### src/rtl/pix_corr_pipe.sv
// Dead-pixel corrector for a 3x3 window stream, one pixel per clock.
// Two-stage valid/ready pipeline with per-frame config and corrected-pixel count.
module pix_corr_pipe #(
    parameter int DATA_WIDTH = 8,
    parameter int CNT_WIDTH  = 20
) (
    input  logic                    clk,
    input  logic                    rst,
    input  logic [DATA_WIDTH-1:0]   cfg_thr,
    input  logic [3:0]              cfg_min_cnt,
    input  logic [1:0]              cfg_mode,
    input  logic                    in3x3_val,
    output logic                    in3x3_rdy,
    input  logic [9*DATA_WIDTH-1:0] in3x3_data,
    input  logic                    in3x3_sof,
    input  logic                    in3x3_sol,
    input  logic                    in3x3_eol,
    input  logic                    in3x3_eof,
    output logic                    out_val,
    input  logic                    out_rdy,
    output logic [DATA_WIDTH-1:0]   out_data,
    output logic                    out_sof,
    output logic                    out_sol,
    output logic                    out_eol,
    output logic                    out_eof,
    output logic [CNT_WIDTH-1:0]    stat_cnt,
    output logic                    stat_vld
);
    localparam int DW = DATA_WIDTH;
    typedef logic [DW+2:0] sum8_t;
    typedef logic [DW+1:0] sum4_t;

    logic                 en1, en2, acc, new_cfg;
    logic                 s1_val, s1_corr, out_corr;
    logic [DW-1:0]        s1_pix;
    logic [3:0]           s1_flg;
    logic [DW-1:0]        thr_q, thr_e;
    logic [3:0]           min_q, min_e;
    logic [1:0]           mode_q, mode_e;
    logic [DW-1:0]        p [9];
    logic [DW-1:0]        diff, rep, pix_nxt;
    logic [3:0]           k;
    sum8_t                sum8;
    sum4_t                sum4;
    logic                 dead;
    logic [CNT_WIDTH-1:0] cnt, base, nxt;

    assign en2       = ~out_val | out_rdy;
    assign en1       = ~s1_val | en2;
    assign in3x3_rdy = en1;
    assign acc       = in3x3_val & en1;
    assign new_cfg   = acc & in3x3_sof;

    // the sof beat itself already uses the freshly sampled config
    assign thr_e  = new_cfg ? cfg_thr     : thr_q;
    assign min_e  = new_cfg ? cfg_min_cnt : min_q;
    assign mode_e = new_cfg ? cfg_mode    : mode_q;

    for (genvar g = 0; g < 9; g++) begin : g_unpack
        assign p[g] = in3x3_data[(8-g)*DW +: DW];
    end

    always_comb begin
        k    = '0;
        sum8 = '0;
        diff = '0;
        for (int i = 0; i < 9; i++) begin
            if (i != 4) begin
                diff = (p[i] > p[4]) ? p[i] - p[4] : p[4] - p[i];
                if (diff > thr_e)
                    k = k + 4'd1;
                sum8 = sum8 + sum8_t'(p[i]);
            end
        end
        sum4 = sum4_t'(p[1]) + sum4_t'(p[3]) + sum4_t'(p[5]) + sum4_t'(p[7]);
        dead = (min_e != 4'd0) && (k >= min_e) && (mode_e != 2'd0);
        rep  = (mode_e == 2'd2) ? sum4[DW+1:2] : sum8[DW+2:3];
        pix_nxt = dead ? rep : p[4];
    end

    assign base = out_sof ? '0 : cnt;
    assign nxt  = (&base) ? base
                          : base + {{(CNT_WIDTH-1){1'b0}}, out_corr};

    always_ff @(posedge clk) begin
        if (rst) begin
            thr_q    <= '0;
            min_q    <= '0;
            mode_q   <= '0;
            s1_val   <= 1'b0;
            s1_pix   <= '0;
            s1_corr  <= 1'b0;
            s1_flg   <= '0;
            out_val  <= 1'b0;
            out_data <= '0;
            out_corr <= 1'b0;
            out_sof  <= 1'b0;
            out_sol  <= 1'b0;
            out_eol  <= 1'b0;
            out_eof  <= 1'b0;
            cnt      <= '0;
            stat_cnt <= '0;
            stat_vld <= 1'b0;
        end else begin
            if (new_cfg) begin
                thr_q  <= cfg_thr;
                min_q  <= cfg_min_cnt;
                mode_q <= cfg_mode;
            end
            if (en1) begin
                s1_val <= in3x3_val;
                if (in3x3_val) begin
                    s1_pix  <= pix_nxt;
                    s1_corr <= dead;
                    s1_flg  <= {in3x3_sof, in3x3_sol, in3x3_eol, in3x3_eof};
                end
            end
            if (en2) begin
                out_val <= s1_val;
                if (s1_val) begin
                    out_data <= s1_pix;
                    out_corr <= s1_corr;
                    {out_sof, out_sol, out_eol, out_eof} <= s1_flg;
                end
            end
            stat_vld <= 1'b0;
            if (out_val && out_rdy) begin
                if (out_eof) begin
                    stat_cnt <= nxt;
                    stat_vld <= 1'b1;
                    cnt      <= '0;
                end else begin
                    cnt <= nxt;
                end
            end
        end
    end
endmodule
### config.mk
export PLATFORM = sky130hd
export DESIGN_NAME = pix_corr_pipe
export DESIGN_NICKNAME = d
export VERILOG_FILES = /design/src/rtl/pix_corr_pipe.sv
export SDC_FILE = /design/constraint.sdc
export NUM_CORES = 1
export LEC_CHECK = 0
export CAP_MARGIN = 20
export CORE_ASPECT_RATIO = 0.75
export CORE_MARGIN = 2
export CORE_UTILIZATION = 60
export DETAILED_ROUTE_END_ITERATION = 8
export PLACE_DENSITY_LB_ADDON = 0.12
export SETUP_SLACK_MARGIN = 0.02
export SLEW_MARGIN = 20
export SYNTH_ARGS = -nofsm -noshare
export SYNTH_HDL_FRONTEND = slang
export SYNTH_SLANG_ARGS = --single-unit
### constraint.sdc
create_clock -name clk -period 21.3 [get_ports clk]
set_input_delay 6.39 -clock clk [delete_from_list [all_inputs] [get_ports clk]]
set_output_delay 6.39 -clock clk [all_outputs]
set_load 0.01 [all_outputs]
==> impl_metrics.csv <==
group,metric,value,unit
synthesis,syn_area_per_cell,8.28,sq um
sta,setup_violations,0,
worst_hold_path,hold_path_class,"reg2reg",
routing,postRouteAntennaNets,0,
synthesis,ys_ff_latch,83,
worst_setup_path,critPathMaxFanout,13,
clock_tree,clk_pin_slew,0.07,ns
sta,hold_slack,0.454,ns
placed_design,hpwl,32.3,mm
floorplan,die_x,171,um
routing,postRouteWirelength,39.5,mm
clock_tree,cts_hold_buf,0,
sta,fin_tns_setup,0,ns
sta,hold_viol,0,
routing,vias_per_cell,6.04,
worst_setup_path,cp-start-kind,"input port",
worst_setup_path,cp_slowest_cell,"clkdlybuf4s50_1",
clock_tree,post_cts_buffers,0,
clock_tree,cts.htree.levels,3,
sta,worst_slew_pin_slew,1.09,ns
final_layout,layout.nets,2009,
floorplan,dieArea,0.0220,sq mm
global_routing,antenna_found_initial,2,
worst_setup_path,cpPeakStageDelay,0.91,ns
clock_tree,tritoncts,"done",
final_layout,n_antenna_cell,0,
floorplan,core_area,0.0203,sq mm
routing,dr.pass1.iters,5,
clock_tree,cts_made_buffers,9,
synthesis,syn_nets,1894,
power_and_ir_drop,power_frac_clock,0.115,
synthesis,netlist.top_cell.by_area,"ha_1",
power_and_ir_drop,vdd_ir_drop_max,243,uV
global_routing,gr-total-overflow,0,
placed_design,gp_congestion,1.00,
sta,fin_crit,16.20,ns
routing,drc,0,
power_and_ir_drop,p_int,0.763,mW
global_routing,grt_max_degree,86,
run_status,status,"finished, final reports clean",
sta,fin_crit_sh,0.761,
clock_tree,root_buffer,"clkbuf_16",
worst_hold_path,whs_path_depth,2,
synthesis,synth_edf_count,0,
sta,rsz0062_at_grt,"no",
worst_setup_path,critical_path_class,"in2reg",
routing,drt_iter0_drc,1227,
final_layout,fillerInstances,1723,
routing,wl_per_cell,20.7,um
worst_setup_path,arrival,16.39,ns
clock_tree,cts.sinks,83,
worst_setup_path,critPathRequiredTime,21.48,ns
synthesis,synth_cell_types,66,
sta,slew_headroom,0.275,
sta,fin_worst_skew,0.00655,ns
final_layout,final_common_cell,"ha_1",
clock_tree,cts_resized,0,
worst_setup_path,ff2ff_setup_slack,12.75,ns
worst_setup_path,crit_top_cell,"ha_1",
synthesis,synth_area,0.0125,sq mm
worst_hold_path,hold_end,"out_sol",
floorplan,ios,129,
placed_design,port_buffers,128,
global_routing,grt_pass1_wl,61.1,mm
synthesis,ys.flop_type,"dfxtp_1",
power_and_ir_drop,p_leak,6.41,nW
synthesis,synthCells,1508,
final_layout,final_cell_mix,"ha_1, a21oi_1, inv_1",
power_and_ir_drop,swShare,0.470,
floorplan,die_y,129,um
power_and_ir_drop,total_power,1.44,mW
sta,fmax,61.7,MHz
worst_setup_path,r2r_start,"out_val",
power_and_ir_drop,p_sw,0.677,mW
clock_tree,clock_latency,0.34,ns
final_layout,drive_gt1_frac,0.0455,
floorplan,rows,45,
routing,vias,11535,
power_and_ir_drop,p_comb_frac,0.767,
worst_hold_path,hp-start,"s1_flg[2]",
synthesis,synth_top_area_frac,0.214,
synthesis,synth_warnings,0,
sta,maxSlewViolCount,0,
final_layout,area_growth,15.3,%
synthesis,yosys-top-cells-area,"ha_1, dfxtp_1, fa_1",
power_and_ir_drop,power_frac_seq,0.118,
worst_setup_path,rr_endpoint,"s1_pix[2]",
clock_tree,max-clock-path-buffers,2,
synthesis,synthArstFlopShare,0,
flow_run,cap_violations,0,
worst_setup_path,rr_worst_depth,34,
worst_setup_path,end_kind,"flip-flop",
synthesis,seq_area_frac_synth,0.133,
floorplan,initial_core_util,0.615,
global_routing,grt_pass1_vias,11102,
global_routing,grt_usage,0.365,
power_and_ir_drop,cellPowerDensity,99.9,mW/mm^2
how the worst max path moves through the flow:
stage	from	end	slack [ns]
2_1_floorplan	in3x3_data[33]	s1_pix[1]	7.24
5_1_grt	in3x3_data[35]	s1_pix[5]	4.35
3_3_place_gp	in3x3_data[36]	s1_pix[2]	5.28
3_5_place_dp	in3x3_data[36]	s1_pix[2]	4.97
6_report	in3x3_data[36]	s1_pix[2]	5.10
4_1_cts	in3x3_data[36]	s1_pix[2]	5.26
area by class of cell:
class                      instances  area (sq um)  share of cell area
tap                              282           353              0.0245
timing repair buffer             145          1400              0.0975
clock buffer                      10           239              0.0166
multi-input combinational       1224         10100               0.699
inverter                         160           601              0.0417
clock inverter                     6          71.3             0.00495
sequential                        83          1660               0.115
power groups by stage:
stage	Clock, mW	Sequential (mW)	Combinational [mW]
CTS	0.166	0.169	1.09
floorplan	0	0.172	0.813
global placement	0	0.173	1.04
global route	0.173	0.170	1.23
detailed placement	0	0.173	1.08
finish	0.165	0.170	1.10
cells in the mapped netlist, types with 11 or more instances:
library cell and instances:
ha_1 214, a21oi_1 170, inv_1 160, nor2_1 116, nand2_1 92, dfxtp_1 83
fa_1 78, o21ai_0 70, xnor2_1 59, mux2i_1 57, clkbuf_1 35, a21o_1 34
nor2b_1 33, nand2b_1 32, nand4_1 28, a211oi_1 26, mux2_2 25, xor2_1 25
nand3_1 24, nor3_1 24, o211ai_1 11
worst max-delay path, delay by kind of cell:
family | cells | cell delay, ns
compound gates | 12 | 2.83
fa+ha+maj | 6 | 2.09
buf+inv | 4 | 1.67
mux | 4 | 1.40
simple gates | 10 | 1.25
xor+xnor | 4 | 0.70
registers in the layout (all words and copies together) (netlist names), 2 cells and up:
name / flops
s1_flg: 4
min_q: 4
mode_q: 2
thr_q: 8
out_data: 8
stat_cnt: 20
s1_pix: 8
cnt: 20
stage by stage:
stage | cells | instance area, sq um | setup WS [ns] | util
after floorplan | 1508 | 12500 | 7.24 | -
after global placement | 1894 | 14100 | 5.28 | 0.693
after detailed placement | 1894 | 14100 | 4.97 | 0.693
after CTS | 1910 | 14400 | 5.26 | 0.708
after global routing | 1910 | 14400 | 4.35 | 0.708
final | 1910 | 14400 | 5.10 | 0.708
routing by layer:
layer / wire length (um) / vias to the layer above / GRT usage
met4: 1120 / 4 / 0.0975
met5: 119 / - / 0.0326
met3: 4730 / 88 / 0.126
li1: - / 5481 / -
met2: 15800 / 518 / 0.533
met1: 17700 / 5444 / 0.511
cell families after synthesis:
kind of cell	Yosys count	share of synthesized area
XOR/XNOR	87	0.0648
adder cells (fa/ha/maj)	292	0.339
flip-flops	83	0.133
buffers and inverters	201	0.0607
multiplexers	83	0.0694
AND/OR/NAND/NOR	382	0.149
AO/OA/AOI/OAI	380	0.184
No activity file was read; power rests on OpenSTA's default activity.
